$ cat src/rtl/riscv_ctrl_pkg.sv
// Shared encodings for the multicycle RV32I-subset controller: FSM states,
// opcodes, ALU control codes and datapath select encodings.
package riscv_ctrl_pkg;

   typedef enum logic [3:0] {
      S_FETCH    = 4'd0,
      S_DECODE   = 4'd1,
      S_MEMADR   = 4'd2,
      S_MEMREAD  = 4'd3,
      S_MEMWB    = 4'd4,
      S_MEMWRITE = 4'd5,
      S_EXECR    = 4'd6,
      S_EXECI    = 4'd7,
      S_ALUWB    = 4'd8,
      S_BEQ      = 4'd9,
      S_JAL      = 4'd10,
      S_ILLEGAL  = 4'd11
   } state_t;

   localparam logic [6:0] OP_LW    = 7'b0000011;
   localparam logic [6:0] OP_SW    = 7'b0100011;
   localparam logic [6:0] OP_RTYPE = 7'b0110011;
   localparam logic [6:0] OP_ITYPE = 7'b0010011;
   localparam logic [6:0] OP_BEQ   = 7'b1100011;
   localparam logic [6:0] OP_JAL   = 7'b1101111;

   localparam logic [2:0] ALU_ADD = 3'b000;
   localparam logic [2:0] ALU_SUB = 3'b001;
   localparam logic [2:0] ALU_AND = 3'b010;
   localparam logic [2:0] ALU_OR  = 3'b011;
   localparam logic [2:0] ALU_SLL = 3'b100;
   localparam logic [2:0] ALU_SLT = 3'b101;
   localparam logic [2:0] ALU_SRL = 3'b111;

   localparam logic [1:0] RES_ALUOUT = 2'b00;
   localparam logic [1:0] RES_DATA   = 2'b01;
   localparam logic [1:0] RES_ALU    = 2'b10;

   localparam logic [1:0] SRCA_PC    = 2'b00;
   localparam logic [1:0] SRCA_OLDPC = 2'b01;
   localparam logic [1:0] SRCA_RS1   = 2'b10;

   localparam logic [1:0] SRCB_RS2  = 2'b00;
   localparam logic [1:0] SRCB_IMM  = 2'b01;
   localparam logic [1:0] SRCB_FOUR = 2'b10;

   localparam logic [1:0] IMM_I = 2'b00;
   localparam logic [1:0] IMM_S = 2'b01;
   localparam logic [1:0] IMM_B = 2'b10;
   localparam logic [1:0] IMM_J = 2'b11;

endpackage

$ cat src/rtl/alu_decoder.sv
// Combinational ALU decoder: maps opcode/funct3/funct7b5 to an ALU control
// code for R-type and I-type ALU ops, and flags funct3 values with no
// supported operation (011, 100).
module alu_decoder
   import riscv_ctrl_pkg::*;
(
   input  logic [6:0] op_i,
   input  logic [2:0] funct3_i,
   input  logic       funct7b5_i,
   output logic [2:0] alu_control_o,
   output logic       illegal_funct_o
);

   logic is_rtype;
   assign is_rtype = (op_i == OP_RTYPE);

   // funct3 -> ALU operation; sub exists only in the register-register form
   always_comb begin
      alu_control_o   = ALU_ADD;
      illegal_funct_o = 1'b0;
      case (funct3_i)
         3'b000:  alu_control_o = (is_rtype && funct7b5_i) ? ALU_SUB : ALU_ADD;
         3'b001:  alu_control_o = ALU_SLL;
         3'b010:  alu_control_o = ALU_SLT;
         3'b101:  alu_control_o = ALU_SRL;
         3'b110:  alu_control_o = ALU_OR;
         3'b111:  alu_control_o = ALU_AND;
         default: illegal_funct_o = 1'b1;
      endcase
   end

endmodule

$ cat src/rtl/multicycle_ctrl.sv
// Moore FSM controller for a multicycle RV32I-subset datapath with a shared
// memory port. Selects are decoded from the current state; only the write
// enables look at mem_ready/zero, and all of them are held low during reset.
// Memory handshake: an access presented in FETCH, MEMREAD or MEMWRITE is held
// (address select and mem_write stable) until mem_ready=1, which completes it
// in that same cycle.
// Optional feature macro: MULTICYCLE_CTRL_PERF_EN adds cycle_count and
// instret_count performance counters.
module multicycle_ctrl
   import riscv_ctrl_pkg::*;
#(
   parameter state_t RESET_STATE = S_FETCH
)(
   input  logic        clk,
   input  logic        reset,
   input  logic [6:0]  op,
   input  logic [2:0]  funct3,
   input  logic        funct7b5,
   input  logic        zero,
   input  logic        mem_ready,
   output logic        pc_write,
   output logic        adr_src,
   output logic        ir_write,
   output logic        mem_write,
   output logic        reg_write,
   output logic [1:0]  result_src,
   output logic [1:0]  alu_src_a,
   output logic [1:0]  alu_src_b,
   output logic [1:0]  imm_src,
   output logic [2:0]  alu_control,
   output logic        illegal,
   output logic [3:0]  dbg_state
`ifdef MULTICYCLE_CTRL_PERF_EN
   ,
   output logic [31:0] cycle_count,
   output logic [31:0] instret_count
`endif
);

   state_t     state_q, state_d;
   logic       illegal_q;
   logic [2:0] dec_alu;
   logic       dec_illegal;
   logic       pc_write_raw, ir_write_raw, mem_write_raw, reg_write_raw;

   alu_decoder u_alu_decoder (
      .op_i            (op),
      .funct3_i        (funct3),
      .funct7b5_i      (funct7b5),
      .alu_control_o   (dec_alu),
      .illegal_funct_o (dec_illegal)
   );

   // Next-state selection
   always_comb begin
      state_d = state_q;
      case (state_q)
         S_FETCH:    if (mem_ready) state_d = S_DECODE;
         S_DECODE: begin
            case (op)
               OP_LW, OP_SW: state_d = S_MEMADR;
               OP_RTYPE:     state_d = dec_illegal ? S_ILLEGAL : S_EXECR;
               OP_ITYPE:     state_d = dec_illegal ? S_ILLEGAL : S_EXECI;
               OP_BEQ:       state_d = (funct3 == 3'b000) ? S_BEQ : S_ILLEGAL;
               OP_JAL:       state_d = S_JAL;
               default:      state_d = S_ILLEGAL;
            endcase
         end
         S_MEMADR:   state_d = (op == OP_LW) ? S_MEMREAD : S_MEMWRITE;
         S_MEMREAD:  if (mem_ready) state_d = S_MEMWB;
         S_MEMWB:    state_d = S_FETCH;
         S_MEMWRITE: if (mem_ready) state_d = S_FETCH;
         S_EXECR:    state_d = S_ALUWB;
         S_EXECI:    state_d = S_ALUWB;
         S_ALUWB:    state_d = S_FETCH;
         S_BEQ:      state_d = S_FETCH;
         S_JAL:      state_d = S_ALUWB;
         S_ILLEGAL:  state_d = S_ILLEGAL;
         default:    state_d = S_ILLEGAL;
      endcase
   end

   // State register and sticky illegal flag
   always_ff @(posedge clk) begin
      if (reset) begin
         state_q   <= RESET_STATE;
         illegal_q <= 1'b0;
      end else begin
         state_q   <= state_d;
         illegal_q <= illegal_q | (state_d == S_ILLEGAL);
      end
   end

   // Per-state datapath controls; unlisted selects stay at 0
   always_comb begin
      pc_write_raw  = 1'b0;
      ir_write_raw  = 1'b0;
      mem_write_raw = 1'b0;
      reg_write_raw = 1'b0;
      adr_src       = 1'b0;
      result_src    = RES_ALUOUT;
      alu_src_a     = SRCA_PC;
      alu_src_b     = SRCB_RS2;
      imm_src       = IMM_I;
      alu_control   = ALU_ADD;
      case (state_q)
         S_FETCH: begin
            alu_src_b    = SRCB_FOUR;
            result_src   = RES_ALU;
            ir_write_raw = mem_ready;
            pc_write_raw = mem_ready;
         end
         S_DECODE: begin
            alu_src_a = SRCA_OLDPC;
            alu_src_b = SRCB_IMM;
            imm_src   = (op == OP_JAL) ? IMM_J : IMM_B;
         end
         S_MEMADR: begin
            alu_src_a = SRCA_RS1;
            alu_src_b = SRCB_IMM;
            imm_src   = (op == OP_SW) ? IMM_S : IMM_I;
         end
         S_MEMREAD:  adr_src = 1'b1;
         S_MEMWB: begin
            result_src    = RES_DATA;
            reg_write_raw = 1'b1;
         end
         S_MEMWRITE: begin
            adr_src       = 1'b1;
            mem_write_raw = 1'b1;
         end
         S_EXECR: begin
            alu_src_a   = SRCA_RS1;
            alu_src_b   = SRCB_RS2;
            alu_control = dec_alu;
         end
         S_EXECI: begin
            alu_src_a   = SRCA_RS1;
            alu_src_b   = SRCB_IMM;
            imm_src     = IMM_I;
            alu_control = dec_alu;
         end
         S_ALUWB:    reg_write_raw = 1'b1;
         S_BEQ: begin
            alu_src_a    = SRCA_RS1;
            alu_src_b    = SRCB_RS2;
            alu_control  = ALU_SUB;
            pc_write_raw = zero;
         end
         S_JAL: begin
            alu_src_a    = SRCA_OLDPC;
            alu_src_b    = SRCB_FOUR;
            pc_write_raw = 1'b1;
         end
         default: ;
      endcase
   end

   // A reset arriving mid-instruction must not let any architectural write through
   assign pc_write  = pc_write_raw  & ~reset;
   assign ir_write  = ir_write_raw  & ~reset;
   assign mem_write = mem_write_raw & ~reset;
   assign reg_write = reg_write_raw & ~reset;
   assign illegal   = illegal_q;
   assign dbg_state = state_q;

`ifdef MULTICYCLE_CTRL_PERF_EN
   logic [31:0] cycle_q, instret_q;
   logic        retire;

   assign retire = (state_q == S_MEMWB) || (state_q == S_ALUWB) || (state_q == S_BEQ) ||
                   ((state_q == S_MEMWRITE) && mem_ready);

   // Free-running cycle and retired-instruction counters, frozen by ILLEGAL
   always_ff @(posedge clk) begin
      if (reset) begin
         cycle_q   <= 32'd0;
         instret_q <= 32'd0;
      end else begin
         if (state_q != S_ILLEGAL) cycle_q <= cycle_q + 32'd1;
         if (retire) instret_q <= instret_q + 32'd1;
      end
   end

   assign cycle_count   = cycle_q;
   assign instret_count = instret_q;
`endif

endmodule
$ cat config.mk
export PLATFORM = sky130hd
export DESIGN_NAME = multicycle_ctrl
export DESIGN_NICKNAME = d
export VERILOG_FILES = /design/src/rtl/riscv_ctrl_pkg.sv /design/src/rtl/alu_decoder.sv /design/src/rtl/multicycle_ctrl.sv
export SDC_FILE = /design/constraint.sdc
export NUM_CORES = 1
export LEC_CHECK = 0
export ABC_AREA = 0
export CORE_ASPECT_RATIO = 1.5
export CORE_MARGIN = 5
export CORE_UTILIZATION = 35
export CTS_CLUSTER_DIAMETER = 40
export CTS_CLUSTER_SIZE = 25
export DETAILED_ROUTE_END_ITERATION = 16
export PLACE_DENSITY = 0.68
export SKIP_LAST_GASP = 1
export SYNTH_ARGS = -nofsm -noshare
export SYNTH_HDL_FRONTEND = slang
export SYNTH_HIERARCHICAL = 1
export SYNTH_SLANG_ARGS = --single-unit
$ cat constraint.sdc
create_clock -name clk -period 4.4 [get_ports clk]
set_input_delay 0.44 -clock clk [delete_from_list [all_inputs] [get_ports clk]]
set_output_delay 0.44 -clock clk [all_outputs]
set_load 0.05 [all_outputs]
After elaboration in Yosys (flattened, before gate mapping)
Index checks and enable logic that the tools add are counted.
{"block": "word_totals", "word_cells": 67, "reg_bits": 5, "out_inout_bits": 21, "in_bits": 15}
{"block": "op_classes", "bitwise_logic": 6, "n_reduce_logical": 14, "eq_ne": 22, "n_mux": 23}
{"operator": "$pmux W4 S7", "n": 1}
{"operator": "$mux W4", "n": 5}
{"operator": "$pmux W4 S5", "n": 1}
{"operator": "$pmux W3 S6", "n": 1}
{"operator": "$eq A4 B3 Y1 const B", "n": 4}
{"operator": "$eq A4 B4 Y1 const B", "n": 4}
{"operator": "$pmux W2 S2", "n": 4}
{"operator": "$eq A7 B6 Y1 const B", "n": 2}
{"operator": "$eq A7 B7 Y1 const B", "n": 2}
{"operator": "$reduce_or A2 Y1", "n": 6}
{"operator": "$eq A3 B3 Y1 const B", "n": 3}
{"operator": "$reduce_or A3 Y1", "n": 3}
{"operator": "$eq A4 B2 Y1 const B", "n": 2}
{"operator": "$eq A7 B2 Y1 const B", "n": 1}
{"operator": "$eq A7 B5 Y1 const B", "n": 1}
{"operator": "$mux W1", "n": 7}
{"operator": "$pmux W3 S2", "n": 1}
{"operator": "$reduce_or A6 Y1", "n": 1}
{"operator": "$and A1 B1 Y1", "n": 4}
{"operator": "$eq A4 B1 Y1 const B", "n": 1}
{"operator": "$logic_not A4 Y1", "n": 1}
{"operator": "$reduce_or A4 Y1", "n": 1}
{"operator": "$eq A3 B1 Y1 const B", "n": 1}
{"operator": "$eq A3 B2 Y1 const B", "n": 1}
{"operator": "7 further kinds", "n": 7}

Logic depth before layout (Yosys ltp)
{"block": "depth", "depth_word": 7, "depth_mapped": 7}

Modules after synthesis
The synthesis kept the hierarchy.
{"module": "multicycle_ctrl", "cells_each": 96, "seq_area_each_um2": 100.1, "area_per_inst_um2": 648.1, "n_inst": 1}
{"module": "alu_decoder", "cells_each": 14, "seq_area_each_um2": 0.0, "area_per_inst_um2": 86.3, "n_inst": 1}

Worst setup path after synthesis
No wires, ideal clock.
{"block": "synth_timing", "path_kind": "reg-to-output", "startpoint": "register state_q[2], in the netlist dbg_state[2]", "endpoint": "output ir_write", "arrival_ns": 2.561, "path_slack_ns": 1.399, "n_path_buf": 2, "t_required_ns": 3.960, "stages_incl_launch_ff": 6, "cell_sequence": "dfxtp_1 clkbuf_1 buf_1 nor2_1 nand2_1 nor4_1"}
{"block": "synth_between", "elab_chain_len": 3}
{"item": "start, declared", "line_no": "multicycle_ctrl.sv:40", "text": "state_t state_q, state_d;"}
{"item": "start signal, assigned", "line_no": "multicycle_ctrl.sv:89", "text": "state_q <= state_d;"}
{"item": "$logic_not A4 Y1", "line_no": "multicycle_ctrl.sv:106", "text": "case (state_q)"}
{"item": "$mux W1", "line_no": "multicycle_ctrl.sv:106"}
{"item": "$and A1 B1 Y1", "line_no": "multicycle_ctrl.sv:161", "text": "assign ir_write = ir_write_raw & ~reset;"}
{"item": "end, declared", "line_no": "multicycle_ctrl.sv:23", "text": "output logic ir_write,"}
Every way passes these cells.

Final worst setup path
{"block": "layout_timing", "startpoint": "input mem_ready", "endpoint": "output pc_write"}
{"block": "layout_between", "elab_chain_len": 2}
{"item": "start, declared", "line_no": "multicycle_ctrl.sv:20", "text": "input logic mem_ready,"}
{"item": "$pmux W1 S3", "line_no": "multicycle_ctrl.sv:106"}
{"item": "$and A1 B1 Y1", "line_no": "multicycle_ctrl.sv:160", "text": "assign pc_write = pc_write_raw & ~reset;"}
{"item": "end, declared", "line_no": "multicycle_ctrl.sv:21", "text": "output logic pc_write,"}
Every way passes these cells.

==> summary.md <==
| Metric | Value |
|---|---|
| Instance area at placement | 1060 um2 |
| Yosys top cell by area | dfxtp_1 |
| CTS root buf | clkbuf_4 |
| Syn_area_per_cell | 6.68 um2 |
| Startpoint types | primary input |
| Post-CTS setup repair buffer count | 0 |
| Final instance area | 1090 um2 |
| Async SR Flop Fraction | 0 |
| Worst VDD drop | 0.506 mV |
| Ys Warns | 6 |
| Dpl hpwl | 1.66 mm |
| Slew Limit Fails | 0 |
| Synthesized Nets | 125 |
| DRC Markers | 0 |
| Pin count of the biggest net entering global routing | 25 |
| WHS Path Cells | 2 |
| Insertion delay to the later sink of the worst-skew pair | 0.24 ns |
| Synth Area in Simple Gates | 0.484 |
| Setup TNS | 0 ns |
| WL final | 2.17 mm |
| Final period util | 0.708 |
| Power density cells | 606 nW/um2 |
| Syn Std Cell Area | 734 um2 |
| Worst-case reg-to-reg path depth | 4 |
| First-pass GRT wire length | 3.43 mm |
| CTS tree | built |
| Slew HR | 0.526 |
| Overall power | 0.000660 W |
| Layout cells sized above 1 | 0.0719 |
| Synth-to-Final Area Change | 48.2% |
| P_leak | 0.386 nW |
| Cell variety after synth | 42 |
| Multiplexer share of the synthesized area | 0.0153 |
| GR Util met1 | 0.168 |
| P_int | 0.000270 W |
| Crit. End Element | output port |
| Sw Pwr | 0.000390 W |
| Worst Path Required | 3.96 ns |
| Placer Congestion | 0.819 |
| Core area | 2030 um2 |
| Met2 Usage GRT | 0.248 |
| DIE HEIGHT | 66.1 um |
| Ant diodes | 0 |
| Synth Area in Adders | 0.0136 |
| Clk buf depth | 2 |
| Die area | 3130 um2 |
| DR pass1 iterations | 4 |
| Dominant cells by area after synthesis | dfxtp_1 (14%), nor2_1 (6.6%), a21oi_1 (6.1%), nor2b_1 (5.1%), o21ai_0 (4.1%) |
| Worst-Margin Slew | 0.710 ns |
| Crit Path Class | primary input to output port |
| CTS sink count | 5 |
| Gate Count Post-Synth | 110 |
| Final net count | 155 |
| Final min period | 3.11 ns |
| Fillers | 211 |
| Largest family of logic cells by synthesized area | simple AND/OR/NAND/NOR gates |
| Final hold violation count | 0 |
| Status | finished, final reports clean |
| Count of flip-flops with a built-in enable after synthesis | 0 |
| Net Sw Frac | 0.591 |
| Complex-gate fraction of the synthesized area | 0.239 |
| Logic pwr share | 0.743 |
| Overflow after GRT | 0 |
| Post-CTS Hold Fix Bufs | 0 |
| Post-DR wirelength/cell | 13.5 um |
| Ys flop type | dfxtp_1 |
| Synth Area in XOR/XNOR | 0.0239 |
| PortBufs | 35 |
| Vias per cell | 5.60 |
| Reg clk slew, reported paths | 0.04 ns |
| Worst Hold Class | register to register |
| Initial antenna violation count | 0 |
| Max-Cap Viols | 0 |
| Starting Density | 0.362 |
| GRT Util Overall | 0.141 |
| Vias post-DR | 901 |
| Yosys reg bits | 5 |
| Clock Skew | 0.000539 ns |
| H-tree levels | 1 |
| Die Width | 47.4 um |
| Synth top area share | 0.136 |
| DR iter-0 viols | 16 |
| Fmax | 0.321 GHz |
| I/O pin count | 36 |
| RSZ-0062 raised after global routing | false |
| Post-cts repair resize count | 0 |
| Reg power frac | 0.177 |
| CTS Buf Count | 3 |
| CP arrival | 2.67 ns |
| M3 GR Usage | 0.0163 |
| Most common cell after layout, fill and taps aside | clkdlybuf4s50_1 |
| Vias in the first global route | 793 |
| Register area share after synthesis | 0.136 |
| Final setup viols | 0 |
| Highest-count cells in the layout ignoring fill and taps | clkdlybuf4s50_1 (35), nor2_1 (13), a21oi_1 (9) |
| Clock power share | 0.080 |
| Cell Rows | 20 |
| CP max FO | 7 |
| Layer with the highest usage | met2 |
| Routed Antenna Nets | 0 |
## synthesized netlist by cell type (2+ instances only)
library cell and instances:
nand3_1 2, or2_2 2, nor4_1 4, dfxtp_1 5
nor3b_1 3, a31oi_1 3, nand2_1 8, a21oi_1 9
nor2b_1 6, nand3b_1 2, inv_1 4, nand2b_1 4
xnor2_1 2, nor3_1 5, buf_1 3, and3_1 2
clkbuf_1 4, nor2_1 13, o21ai_0 6
## path summary, 6_finish.rpt
check,start,slack (ns),end
setup reg to reg,dbg_state[0],2.34,illegal
hold / removal,illegal,0.47,illegal
setup / recovery,mem_ready,1.29,pc_write
hold reg to reg,illegal,0.47,illegal
## per-layer routing
metal,share of wire,vias to the layer above
met5,0,-
met4,0.016,0
met3,0.068,4
met2,0.51,28
met1,0.41,410
li1,-,459
## through the flow
stage                     utilization  setup WS, ns  hold slack [ns]  cells
after floorplan                     -          1.40            0.644    110
after global placement          0.524          1.32            0.452    157
after detailed placement        0.524          1.29            0.468    157
after CTS                       0.537          1.29            0.474    161
after global routing            0.537          1.16            0.517    161
final                           0.537          1.29            0.466    161
## registers in the layout (all words and copies together) (netlist names)
| name | flops |
|---|---|
| dbg_state | 4 |
| illegal | 1 |
## critical path: stages
cell             delay [ns]
clkdlybuf4s50_1        0.56
or3b_2                 0.46
a21oi_1                0.15
a31oi_1                0.05
nor3_1                 0.17
clkdlybuf4s50_1        0.84
## power groups by stage
stage	Sequential [W]	Combinational, W	Clock, W
after floorplan	0.000113	0.000355	0
after global placement	0.000115	0.000491	0
after detailed placement	0.000117	0.000492	0
after CTS	0.000116	0.000494	0.0000541
after global routing	0.000122	0.000520	0.0000583
final	0.000117	0.000490	0.0000530
## cells by family (layout without fill, tap and decap cells)
family / Yosys count / count (layout)
buffers and inverters: 14 / 43
muxes: 1 / 1
adders and majority gates: 1 / 1
AOI/OAI and AO/OA: 26 / 26
xor gates and xnor gates: 2 / 2
DFF: 5 / 5
and+or+nand+nor: 61 / 61
## cell type report
| type | instances | area (um2) | area share |
|---|---|---|---|
| multi-input cells | 91 | 569 | 0.523 |
| well taps | 22 | 27.5 | 0.0253 |
| inverters | 4 | 15.0 | 0.0138 |
| clock buffers | 4 | 26.3 | 0.0241 |
| repair buffers | 35 | 350 | 0.322 |
| flip-flops and latches | 5 | 100 | 0.0920 |
No activity file was read; power rests on OpenSTA's default activity.
